**src/rtl/sdt_pkg.sv**
```systemverilog
// Shared types and helpers for the SDT arbiter slice.
// Latency: n/a (declarations only).
// Backpressure: n/a.
package sdt_pkg;

  typedef enum logic {
    IDLE = 1'b0,
    BUSY = 1'b1
  } state_e;

  // Index width that never collapses to zero, so a 1-master build still has a 1-bit index.
  function automatic int clog2_min1(input int n);
    return (n <= 2) ? 1 : $clog2(n);
  endfunction

  // Fill bit replicated across the read data returned to a master whose transaction was aborted.
  localparam logic RD_ERR_VALUE = 1'b1;

endpackage

```
**src/rtl/sdt_arbiter_if.sv**
```systemverilog
// SDT bundle around the arbiter: NUM_MASTERS master ports plus one slave port and status.
// Latency: n/a (wiring only).
// Backpressure: SDT req/ack; a request is held until its one-cycle ack.
// Ports: m_* are per-master vectors packed with master i at slice i; s_* is the shared slave
// port; timeout/grant_valid/grant_idx report arbitration status.
// Modport slave is the arbiter's view (it is the target of the masters); modport master is
// the surrounding environment (masters plus the real SDT target).
interface sdt_arbiter_if #(
  parameter int NUM_MASTERS = 4,
  parameter int ADDR_WIDTH  = 8,
  parameter int DATA_WIDTH  = 8
);
  import sdt_pkg::*;

  localparam int IDX_WIDTH = clog2_min1(NUM_MASTERS);

  logic [NUM_MASTERS-1:0]            m_rd;
  logic [NUM_MASTERS-1:0]            m_wr;
  logic [NUM_MASTERS*ADDR_WIDTH-1:0] m_addr;
  logic [NUM_MASTERS*DATA_WIDTH-1:0] m_wr_data;
  logic [NUM_MASTERS*DATA_WIDTH-1:0] m_rd_data;
  logic [NUM_MASTERS-1:0]            m_ack;
  logic                              s_rd;
  logic                              s_wr;
  logic [ADDR_WIDTH-1:0]             s_addr;
  logic [DATA_WIDTH-1:0]             s_wr_data;
  logic [DATA_WIDTH-1:0]             s_rd_data;
  logic                              s_ack;
  logic                              timeout;
  logic                              grant_valid;
  logic [IDX_WIDTH-1:0]              grant_idx;

  modport slave (
    input  m_rd, m_wr, m_addr, m_wr_data, s_rd_data, s_ack,
    output m_rd_data, m_ack, s_rd, s_wr, s_addr, s_wr_data, timeout, grant_valid, grant_idx
  );

  modport master (
    output m_rd, m_wr, m_addr, m_wr_data, s_rd_data, s_ack,
    input  m_rd_data, m_ack, s_rd, s_wr, s_addr, s_wr_data, timeout, grant_valid, grant_idx
  );

endinterface

```
**src/rtl/sdt_rr_pick.sv**
```systemverilog
// Round-robin picker: first set request strictly after 'last', wrapping around.
// Latency: purely combinational.
// Backpressure: none; any=0 when nobody requests.
// Ports: req (per-master request), last (previous winner) -> any, idx (winner).
module sdt_rr_pick
  import sdt_pkg::*;
#(
  parameter int NUM_MASTERS = 4,
  parameter int IDX_WIDTH   = clog2_min1(NUM_MASTERS)
) (
  input  logic [NUM_MASTERS-1:0] req,
  input  logic [IDX_WIDTH-1:0]   last,
  output logic                   any,
  output logic [IDX_WIDTH-1:0]   idx
);

  localparam int PW = $clog2(2 * NUM_MASTERS);

  // Two copies back to back let the search run upward from last+1 without modular indexing.
  logic [2*NUM_MASTERS-1:0] dbl;
  logic [PW-1:0]            pos;
  logic [PW-1:0]            wrapped;
  logic                     found;

  assign dbl = {req, req};

  always_comb begin
    any     = |req;
    idx     = '0;
    found   = 1'b0;
    pos     = '0;
    wrapped = '0;
    for (int k = 1; k <= NUM_MASTERS; k++) begin
      pos = PW'(last) + PW'(k);
      if (!found && dbl[pos]) begin
        found   = 1'b1;
        wrapped = (pos >= PW'(NUM_MASTERS)) ? pos - PW'(NUM_MASTERS) : pos;
        idx     = IDX_WIDTH'(wrapped);
      end
    end
  end

endmodule

```
**src/rtl/sdt_arbiter.sv**
```systemverilog
// N-to-1 SDT arbiter: round-robin grant, one transaction in flight, optional abort timer.
// Latency: request reaches the slave one cycle after it is raised; ack/data return combinationally.
// Backpressure: losing masters simply hold their request; an IDLE cycle separates transactions.
// Ports: clk, rst (sync, active-high); bus carries the master vectors, slave port and status.
module sdt_arbiter
  import sdt_pkg::*;
#(
  parameter int NUM_MASTERS = 4,
  parameter int ADDR_WIDTH  = 8,
  parameter int DATA_WIDTH  = 8,
  parameter int TIMEOUT     = 16
) (
  input  logic         clk,
  input  logic         rst,
  sdt_arbiter_if.slave bus
);

  localparam int IW = clog2_min1(NUM_MASTERS);
  localparam int TW = clog2_min1((TIMEOUT > 1) ? TIMEOUT : 2);
  localparam logic [TW-1:0] T_LAST = (TIMEOUT > 0) ? TW'(TIMEOUT - 1) : '0;

  state_e                 state_q, state_d;
  logic [IW-1:0]          last_q;
  logic [IW-1:0]          grant_q;
  logic [TW-1:0]          timer_q;
  logic [NUM_MASTERS-1:0] req;
  logic                   pick_any;
  logic [IW-1:0]          pick_idx;
  logic                   g_req;
  logic                   ack_hit;
  logic                   expire;
  logic                   drop;

  assign req = bus.m_rd | bus.m_wr;

  sdt_rr_pick #(
    .NUM_MASTERS (NUM_MASTERS),
    .IDX_WIDTH   (IW)
  ) u_pick (
    .req  (req),
    .last (last_q),
    .any  (pick_any),
    .idx  (pick_idx)
  );

  // Completion priority: a slave ack always wins (including on the expiry cycle), then a
  // master that abandoned its request, then the timer.
  always_comb begin
    state_d = state_q;
    g_req   = req[grant_q];
    ack_hit = 1'b0;
    expire  = 1'b0;
    drop    = 1'b0;
    if (state_q == BUSY) begin
      if (bus.s_ack) begin
        ack_hit = 1'b1;
      end else if (!g_req) begin
        drop = 1'b1;
      end else if ((TIMEOUT != 0) && (timer_q == T_LAST)) begin
        expire = 1'b1;
      end
      if (ack_hit || drop || expire) begin
        state_d = IDLE;
      end
    end else if (pick_any) begin
      state_d = BUSY;
    end
  end

  always_ff @(posedge clk) begin
    if (rst) begin
      state_q <= IDLE;
    end else begin
      state_q <= state_d;
    end
  end

  // Timer is held at zero while idle so it starts from zero on the first BUSY cycle.
  always_ff @(posedge clk) begin
    if (rst) begin
      last_q  <= IW'(NUM_MASTERS - 1);
      grant_q <= '0;
      timer_q <= '0;
    end else if (state_q == IDLE) begin
      timer_q <= '0;
      if (pick_any) begin
        grant_q <= pick_idx;
      end
    end else begin
      timer_q <= timer_q + TW'(1);
      if (ack_hit || drop || expire) begin
        last_q <= grant_q;
      end
    end
  end

  always_comb begin
    bus.s_rd        = 1'b0;
    bus.s_wr        = 1'b0;
    bus.s_addr      = '0;
    bus.s_wr_data   = '0;
    bus.m_ack       = '0;
    bus.m_rd_data   = '0;
    bus.timeout     = expire;
    bus.grant_valid = (state_q == BUSY);
    bus.grant_idx   = grant_q;
    if (state_q == BUSY) begin
      bus.s_rd      = bus.m_rd[grant_q];
      bus.s_wr      = bus.m_wr[grant_q];
      bus.s_addr    = bus.m_addr[grant_q*ADDR_WIDTH +: ADDR_WIDTH];
      bus.s_wr_data = bus.m_wr_data[grant_q*DATA_WIDTH +: DATA_WIDTH];
    end
    if (ack_hit || expire) begin
      bus.m_ack[grant_q] = 1'b1;
      bus.m_rd_data[grant_q*DATA_WIDTH +: DATA_WIDTH] =
        ack_hit ? bus.s_rd_data : {DATA_WIDTH{RD_ERR_VALUE}};
    end
  end

endmodule

```
**src/flat_wrapper.sv**
```systemverilog
// flat-port wrapper written by rule: the top's interface ports become plain ports
module sdt_arbiter_flat import sdt_pkg::*;
#(
  parameter int NUM_MASTERS = 4,
  parameter int ADDR_WIDTH  = 8,
  parameter int DATA_WIDTH  = 8,
  parameter int TIMEOUT     = 16
)
  (clk, rst, bus_m_rd, bus_m_wr, bus_m_addr, bus_m_wr_data, bus_s_rd_data, bus_s_ack, bus_m_rd_data, bus_m_ack, bus_s_rd, bus_s_wr, bus_s_addr, bus_s_wr_data, bus_timeout, bus_grant_valid, bus_grant_idx);
  sdt_arbiter_if #(.NUM_MASTERS(NUM_MASTERS), .ADDR_WIDTH(ADDR_WIDTH), .DATA_WIDTH(DATA_WIDTH)) bus_i ();
  input  logic clk;
  input  logic rst;
  input wire logic [$bits(bus_i.m_rd)-1:0] bus_m_rd;
  input wire logic [$bits(bus_i.m_wr)-1:0] bus_m_wr;
  input wire logic [$bits(bus_i.m_addr)-1:0] bus_m_addr;
  input wire logic [$bits(bus_i.m_wr_data)-1:0] bus_m_wr_data;
  input wire logic [$bits(bus_i.s_rd_data)-1:0] bus_s_rd_data;
  input wire logic [$bits(bus_i.s_ack)-1:0] bus_s_ack;
  output wire logic [$bits(bus_i.m_rd_data)-1:0] bus_m_rd_data;
  output wire logic [$bits(bus_i.m_ack)-1:0] bus_m_ack;
  output wire logic [$bits(bus_i.s_rd)-1:0] bus_s_rd;
  output wire logic [$bits(bus_i.s_wr)-1:0] bus_s_wr;
  output wire logic [$bits(bus_i.s_addr)-1:0] bus_s_addr;
  output wire logic [$bits(bus_i.s_wr_data)-1:0] bus_s_wr_data;
  output wire logic [$bits(bus_i.timeout)-1:0] bus_timeout;
  output wire logic [$bits(bus_i.grant_valid)-1:0] bus_grant_valid;
  output wire logic [$bits(bus_i.grant_idx)-1:0] bus_grant_idx;
  assign bus_i.m_rd = bus_m_rd;
  assign bus_i.m_wr = bus_m_wr;
  assign bus_i.m_addr = bus_m_addr;
  assign bus_i.m_wr_data = bus_m_wr_data;
  assign bus_i.s_rd_data = bus_s_rd_data;
  assign bus_i.s_ack = bus_s_ack;
  assign bus_m_rd_data = bus_i.m_rd_data;
  assign bus_m_ack = bus_i.m_ack;
  assign bus_s_rd = bus_i.s_rd;
  assign bus_s_wr = bus_i.s_wr;
  assign bus_s_addr = bus_i.s_addr;
  assign bus_s_wr_data = bus_i.s_wr_data;
  assign bus_timeout = bus_i.timeout;
  assign bus_grant_valid = bus_i.grant_valid;
  assign bus_grant_idx = bus_i.grant_idx;
  sdt_arbiter #(.NUM_MASTERS(NUM_MASTERS), .ADDR_WIDTH(ADDR_WIDTH), .DATA_WIDTH(DATA_WIDTH), .TIMEOUT(TIMEOUT)) u_core (.clk(clk), .rst(rst), .bus(bus_i));
endmodule
```
**config.mk**
```make
export PLATFORM = sky130hd
export DESIGN_NAME = sdt_arbiter_flat
export DESIGN_NICKNAME = d
export VERILOG_FILES = /design/src/rtl/sdt_pkg.sv /design/src/rtl/sdt_arbiter_if.sv /design/src/rtl/sdt_rr_pick.sv /design/src/rtl/sdt_arbiter.sv /design/src/flat_wrapper.sv
export SDC_FILE = /design/constraint.sdc
export NUM_CORES = 1
export LEC_CHECK = 0
export CAP_MARGIN = 20
export CORE_MARGIN = 2
export CORE_UTILIZATION = 31
export CTS_CLUSTER_DIAMETER = 150
export DETAILED_ROUTE_END_ITERATION = 8
export PLACE_DENSITY_LB_ADDON = 0.2
export SYNTH_ARGS = -nofsm -noshare
export SYNTH_HDL_FRONTEND = slang
export SYNTH_SLANG_ARGS = --single-unit
```
**constraint.sdc**
```tcl
create_clock -name clk -period 2.6 [get_ports clk]
set_input_delay 0.39 -clock clk [delete_from_list [all_inputs] [get_ports clk]]
set_output_delay 0.39 -clock clk [all_outputs]
set_load 0.03 [all_outputs]
```
==> results of run 1 <==
==> cells in the final DEF, fill, tap and decap left out, types with 8 or more instances in the layout <==
cell type        netlist  routed
nand2_1               12      12
a21oi_1               27      25
nor2_1                11      11
mux4_2                19      19
dfxtp_1                9       9
clkdlybuf4s50_1        0      92
and2_1                19      19
nor3b_2                0       8
buf_4                  0      49
buf_6                  1      11
o21ai_0               11      11
==> final cells by class <==
type                       instances  area, sq um
inverter                           7         26.3
fill                             376         1420
clock buffer                       4         45.0
tap                               54         67.6
timing repair buffer             172         1660
multi-input combinational        147         1290
sequential                         9          180
==> routing by layer <==
| layer | vias up | global-route usage (%) |
|---|---|---|
| met3 | 15 | 2.88 |
| met5 | - | 0 |
| met1 | 1036 | 30.7 |
| li1 | 988 | - |
| met4 | 0 | 7.88 |
| met2 | 98 | 43.5 |
==> logic make-up after synthesis <==
| group | after synthesis |
|---|---|
| flops | 9 |
| fa+ha+maj | 6 |
| compound gates | 49 |
| buf+inv | 19 |
| simple gates | 70 |
| mux | 20 |
| xor+xnor | 2 |
==> registers in the layout, indices dropped and copies added, names as in the netlist <==
name and cells:
u_core.timer_q 4, u_core.bus.grant_idx 2, u_core.last_q 2, u_core.bus.grant_valid 1
==> path summary, 6_finish.rpt <==
kind,start,to,slack (ps),cells after the start
worst max-delay path,bus_m_rd[2],bus_m_rd_data[24],3,10
worst min-delay path,u_core.timer_q[0]$_SDFF_PP0_,u_core.timer_q[0]$_SDFF_PP0_,440,1
worst max register to register,u_core.bus.grant_idx[0]$_SDFFE_PP0P_,u_core.last_q[1]$_SDFFE_PP1P_,1080,5
worst min register to register,u_core.timer_q[0]$_SDFF_PP0_,u_core.timer_q[0]$_SDFF_PP0_,440,1
==> worst max-delay path, cell delays in order <==
cell,delay (ps)
dlygate4sd2_1,230
or2_1,230
mux4_2,500
buf_6,150
nand4b_4,110
buf_6,110
buf_4,110
buf_16,110
a21oi_1,70
buf_4,190
==> power by group <==
group	internal (mW)	switching (mW)
Sequential	0.147	0.00691
Combinational	0.330	0.273
Clock	0.107	0.0579
==> timing repair <==
| item | CTS | global route |
|---|---|---|
| gates resized for setup | 41 | 21 |
| gates cloned | 3 | 0 |
| setup buffers | 7 | 3 |
| setup endpoints to repair | 54 | 44 |
| pin swaps | 4 | 5 |
==> flow_metrics.env, run 1 <==
export IMPL_grt_first_pass_wirelength_mm=10.4
export IMPL_fin_util_pct=69.8
export IMPL_synth_adder_area_share_pct=5.00
export IMPL_finalClockSkew_ps=3.50
export IMPL_yosysSeqAreaShare_pct=12.0
export IMPL_cts_max_level=1
export IMPL_required_ps=2210
export IMPL_ant_nets=0
export IMPL_wl_met1_mm=2.64
export IMPL_crit_fanout=6
export IMPL_timing_final_crit_share_pct=99.9
export IMPL_rsz0062_at_grt="yes"
export IMPL_viasPerCell=5.44
export IMPL_insertion_delay_ps=240
export IMPL_fin_ws_ps=3.09
export IMPL_cellPowerDensity_mw_per_mm2=281
export IMPL_dieArea_sq_mm=0.00541
export IMPL_drv_slew=0
export IMPL_grt_remaining_overflow=0
export IMPL_grt_pass1_vias=2022
export IMPL_core_sq_mm=0.00469
export IMPL_wl_met3_um=489
export IMPL_power_mw=0.921
export IMPL_start_util_pct=32.0
export IMPL_syn_instance_count=175
export IMPL_synth_async_reset_ratio_pct=0
export IMPL_routabilityCongestion=0.806
export IMPL_yosysTopAreaCellShare_pct=28.5
export IMPL_area_growth_pct=118
export IMPL_synth_area_leaders="mux4_2 (29%), dfxtp_1 (12%), a21oi_1 (9.0%)"
export IMPL_cts_buffers=3
export IMPL_avgSynthCellArea_sq_um=8.57
export IMPL_synthTopCellsByCount="a21oi_1 (27), and2_1 (19), mux4_2 (19)"
export IMPL_topRoutingLayerUsed="met4"
export IMPL_drive_above_1_share_pct=31.6
export IMPL_grt_max_degree=26
export IMPL_wl_mm=6.83
export IMPL_yosysMostFrequentCell="a21oi_1"
export IMPL_peakVddDrop_v=0.000288
export IMPL_muxShareOfSynthArea_pct=30.3
export IMPL_synthSimpleGateAreaFrac_pct=27.7
export IMPL_critPathCaptureType="output pin"
export IMPL_io_buffers=140
export IMPL_whs_ps=445
export IMPL_status="finished, final reports clean"
export IMPL_fmax_mhz=385
export IMPL_worst_setup_path_type="in2out"
export IMPL_wl_met2_mm=3.54
export IMPL_synth_seq_cells=9
export IMPL_fp_dieW_um=73.6
export IMPL_drt_iter0_markers=101
export IMPL_wire_per_inst_um=17.4
export IMPL_cts_path_max_buffers=2
export IMPL_tightest_slew_ps=413
export IMPL_fin_area_sq_mm=0.00328
export IMPL_drc=0
export IMPL_cts_sinks=9
export IMPL_place_ws_ps=-509
export IMPL_cts_hold_buffers=0
export IMPL_setup_tns_ps=0
export IMPL_hold_violations=0
export IMPL_placed_area_sq_mm=0.00303
export IMPL_startpoint_type="primary input"
export IMPL_first_pass_iters=4
export IMPL_antenna_cells=0
export IMPL_vias=2137
export IMPL_ys_flop_type="dfxtp_1"
export IMPL_dp_cells=377
export IMPL_leakage_nw=1.37
export IMPL_final_setup_viol_count=0
export IMPL_instances_no_fill=393
export IMPL_rows=25
export IMPL_arrival_ps=2210
export IMPL_cap_violations=0
export IMPL_synth_xor_area_share_pct=1.17
export IMPL_grt_total_usage_pct=24.5
export IMPL_synthDistinctLibCells=36
export IMPL_synth_edf_count=0
export IMPL_yosysTopAreaCell="mux4_2"
export IMPL_worstHoldPathType="reg2reg"
export IMPL_place_hpwl_mm=4.91
export IMPL_synth_nets=264
export IMPL_synth_compound_area_share_pct=18.3
export IMPL_fin_nets=429
export IMPL_fin_crit_ps=2600
export IMPL_cts_root_buf="clkbuf_8"
export IMPL_synth_top_family_by_area="multiplexers"
export IMPL_clkSlewWorstSetupHoldPaths_ps=40
export IMPL_antenna_found_initial=0
export IMPL_die_h_um=73.6
export IMPL_cts_tree="yes"
export IMPL_synth_warnings=0
export IMPL_pin_count=141
export IMPL_synth_area_sq_mm=0.00150
export IMPL_relSlewSlack_pct=72.4
(Power assumes the default switching activity.)
==> run 2: changes to the inputs <==
--- a/config.mk
+++ b/config.mk
@@ -7,7 +7,7 @@
 export LEC_CHECK = 0
 export CAP_MARGIN = 20
 export CORE_MARGIN = 2
-export CORE_UTILIZATION = 31
+export CORE_UTILIZATION = 28
 export CTS_CLUSTER_DIAMETER = 150
 export DETAILED_ROUTE_END_ITERATION = 8
 export PLACE_DENSITY_LB_ADDON = 0.2
==> constraint.sdc (replaced) <==
create_clock -name clk -period 2.3 [get_ports clk]
set_input_delay 0.345 -clock clk [delete_from_list [all_inputs] [get_ports clk]]
set_output_delay 0.345 -clock clk [all_outputs]
set_load 0.03 [all_outputs]
==> flow_metrics.env, run 2 (synthesis gave the netlist of run 1 again) <==
export IMPL_status="finished, final reports clean"
export IMPL_cts_sinks=9
export IMPL_worstHoldPathType="reg2reg"
export IMPL_fmax_mhz=436
export IMPL_leakage_nw=1.35
export IMPL_ant_nets=0
export IMPL_antenna_found_initial=0
export IMPL_critPathCaptureType="output pin"
export IMPL_place_hpwl_mm=4.84
export IMPL_fin_crit_ps=2290
export IMPL_dieArea_sq_mm=0.00596
export IMPL_required_ps=1960
export IMPL_fin_nets=428
export IMPL_grt_pass1_vias=1957
export IMPL_fillers=501
export IMPL_hold_violations=0
export IMPL_wl_mm=6.02
export IMPL_finalClockSkew_ps=0.364
export IMPL_power_mw=1.01
export IMPL_first_pass_iters=4
export IMPL_antenna_cells=0
export IMPL_cellPowerDensity_mw_per_mm2=321
export IMPL_layout_commonest_cell="clkdlybuf4s50_1"
export IMPL_rsz0062_at_grt="yes"
export IMPL_instances_no_fill=408
export IMPL_rows=26
export IMPL_vias=2003
export IMPL_seq_area_sq_um=183
export IMPL_startpoint_type="primary input"
export IMPL_internal_power_mw=0.642
export IMPL_cts_root_buf="clkbuf_8"
export IMPL_comb_power_share_pct=64.8
export IMPL_cts_tree="yes"
export IMPL_timing_final_crit_share_pct=99.6
export IMPL_drive_above_1_share_pct=35.8
export IMPL_insertion_delay_ps=230
export IMPL_viasPerCell=4.91
export IMPL_grt_first_pass_wirelength_mm=9.40
export IMPL_drv_slew=0
export IMPL_die_h_um=77.2
export IMPL_wire_per_inst_um=14.8
export IMPL_routabilityCongestion=0.881
export IMPL_pin_count=141
export IMPL_io_buffers=140
export IMPL_whs_ps=444
export IMPL_clkPwrFrac_pct=17.8
export IMPL_clkSlewWorstSetupHoldPaths_ps=40
export IMPL_peakVddDrop_v=0.000241
export IMPL_grt_total_usage_pct=19.3
export IMPL_cts_max_level=1
export IMPL_cts_path_max_buffers=2
export IMPL_grt_remaining_overflow=0
export IMPL_worst_setup_path_type="in2out"
export IMPL_core_sq_mm=0.00514
export IMPL_grt_max_degree=26
export IMPL_largest_register_ffs=4
export IMPL_area_growth_pct=110
export IMPL_tightest_slew_ps=363
export IMPL_fp_dieW_um=77.2
export IMPL_p_sw_share_pct=36.4
export IMPL_cap_violations=0
export IMPL_crit_fanout=5
export IMPL_drt_iter0_markers=55
export IMPL_dp_cells=397
export IMPL_multiInputGateArea_sq_mm=0.00130
export IMPL_largest_register="u_core.timer_q"
export IMPL_cts_buffers=3
export IMPL_start_util_pct=29.2
export IMPL_layout_common_cells="clkdlybuf4s50_1 (77), buf_4 (61), a21oi_1 (27), mux4_2 (19), and2_1 (19)"
export IMPL_relSlewSlack_pct=75.7
export IMPL_seqPwrFrac_pct=17.4
export IMPL_p_switching_mw=0.367
export IMPL_arrival_ps=1950
export IMPL_drc=0
export IMPL_final_setup_viol_count=0
-- run 2: changes by cell type in the layout (fill, tap and decap cells not counted), moves of 3 or more --
cell,delta
a21oi_2,-3
clkdlybuf4s15_1,-6
buf_4,+12
buf_6,-7
buf_2,+11
dlygate4sd2_1,+10
clkdlybuf4s50_1,-15
-- run 2: timing repair --
| item | in CTS | in global routing |
|---|---|---|
| setup endpoints to repair | 50 | 32 |
| hold endpoints to repair | 0 | 0 |
| hold buffers | 0 | 0 |
| pin swaps | 6 | 1 |
| cloned | 0 | 2 |
| setup buffers | 2 | 3 |
| resized for setup | 95 | 12 |
-- run 2: worst max-delay path: stages --
cell      delay (ps)
buf_2            120
or2_1            230
mux4_2           520
a21oi_4          220
buf_6            140
and4bb_2         240
buf_6            140
-- run 2: stage by stage --
| step | instance area [sq um] | worst slack (ps) | setup TNS (ps) | util [%] |
|---|---|---|---|---|
| after global placement | 3090 | -650 | -12800 | 60.2 |
| final | 3150 | 8.43 | 0 | 61.2 |
| after detailed placement | 3090 | -704 | -14010 | 60.2 |
| after global routing | 3150 | -45.7 | -525 | 61.2 |
| after CTS | 3070 | 22.8 | 0 | 59.8 |
| after floorplan | 1550 | 93.7 | 0 | - |
-- run 2: final timing paths --
path	startpoint	end	depth (start not counted)	slack, ps
max	bus_m_rd[3]	bus_m_rd_data[7]	7	8
max reg2reg	u_core.timer_q[0]$_SDFF_PP0_	u_core.last_q[1]$_SDFFE_PP1P_	6	640
min	u_core.timer_q[0]$_SDFF_PP0_	u_core.timer_q[0]$_SDFF_PP0_	1	440
min reg2reg	u_core.timer_q[0]$_SDFF_PP0_	u_core.timer_q[0]$_SDFF_PP0_	1	440
-- run 2: final cells by class --
class | count | share of cell area [%]
tap | 70 | 2.78
inverter | 7 | 0.915
sequential | 9 | 5.81
multi-input combinational | 147 | 41.3
timing repair buffer | 171 | 47.8
clock buffer | 4 | 1.43
-- run 2: metal layers --
metal	GRT usage, %	vias to the layer above	wire length (um)
met3	4.35	0	341
li1	-	990	-
met4	0.714	0	0
met5	0	-	0
met2	38.2	59	3330
met1	21.8	954	2350
-- run 2: power by group through the flow --
stage	Sequential [mW]	Combinational, mW	Clock (mW)
global route	0.177	0.701	0.198
CTS	0.176	0.648	0.188
finish	0.176	0.654	0.180
detailed placement	0.178	0.669	0
floorplan	0.191	0.340	0
global placement	0.178	0.664	0
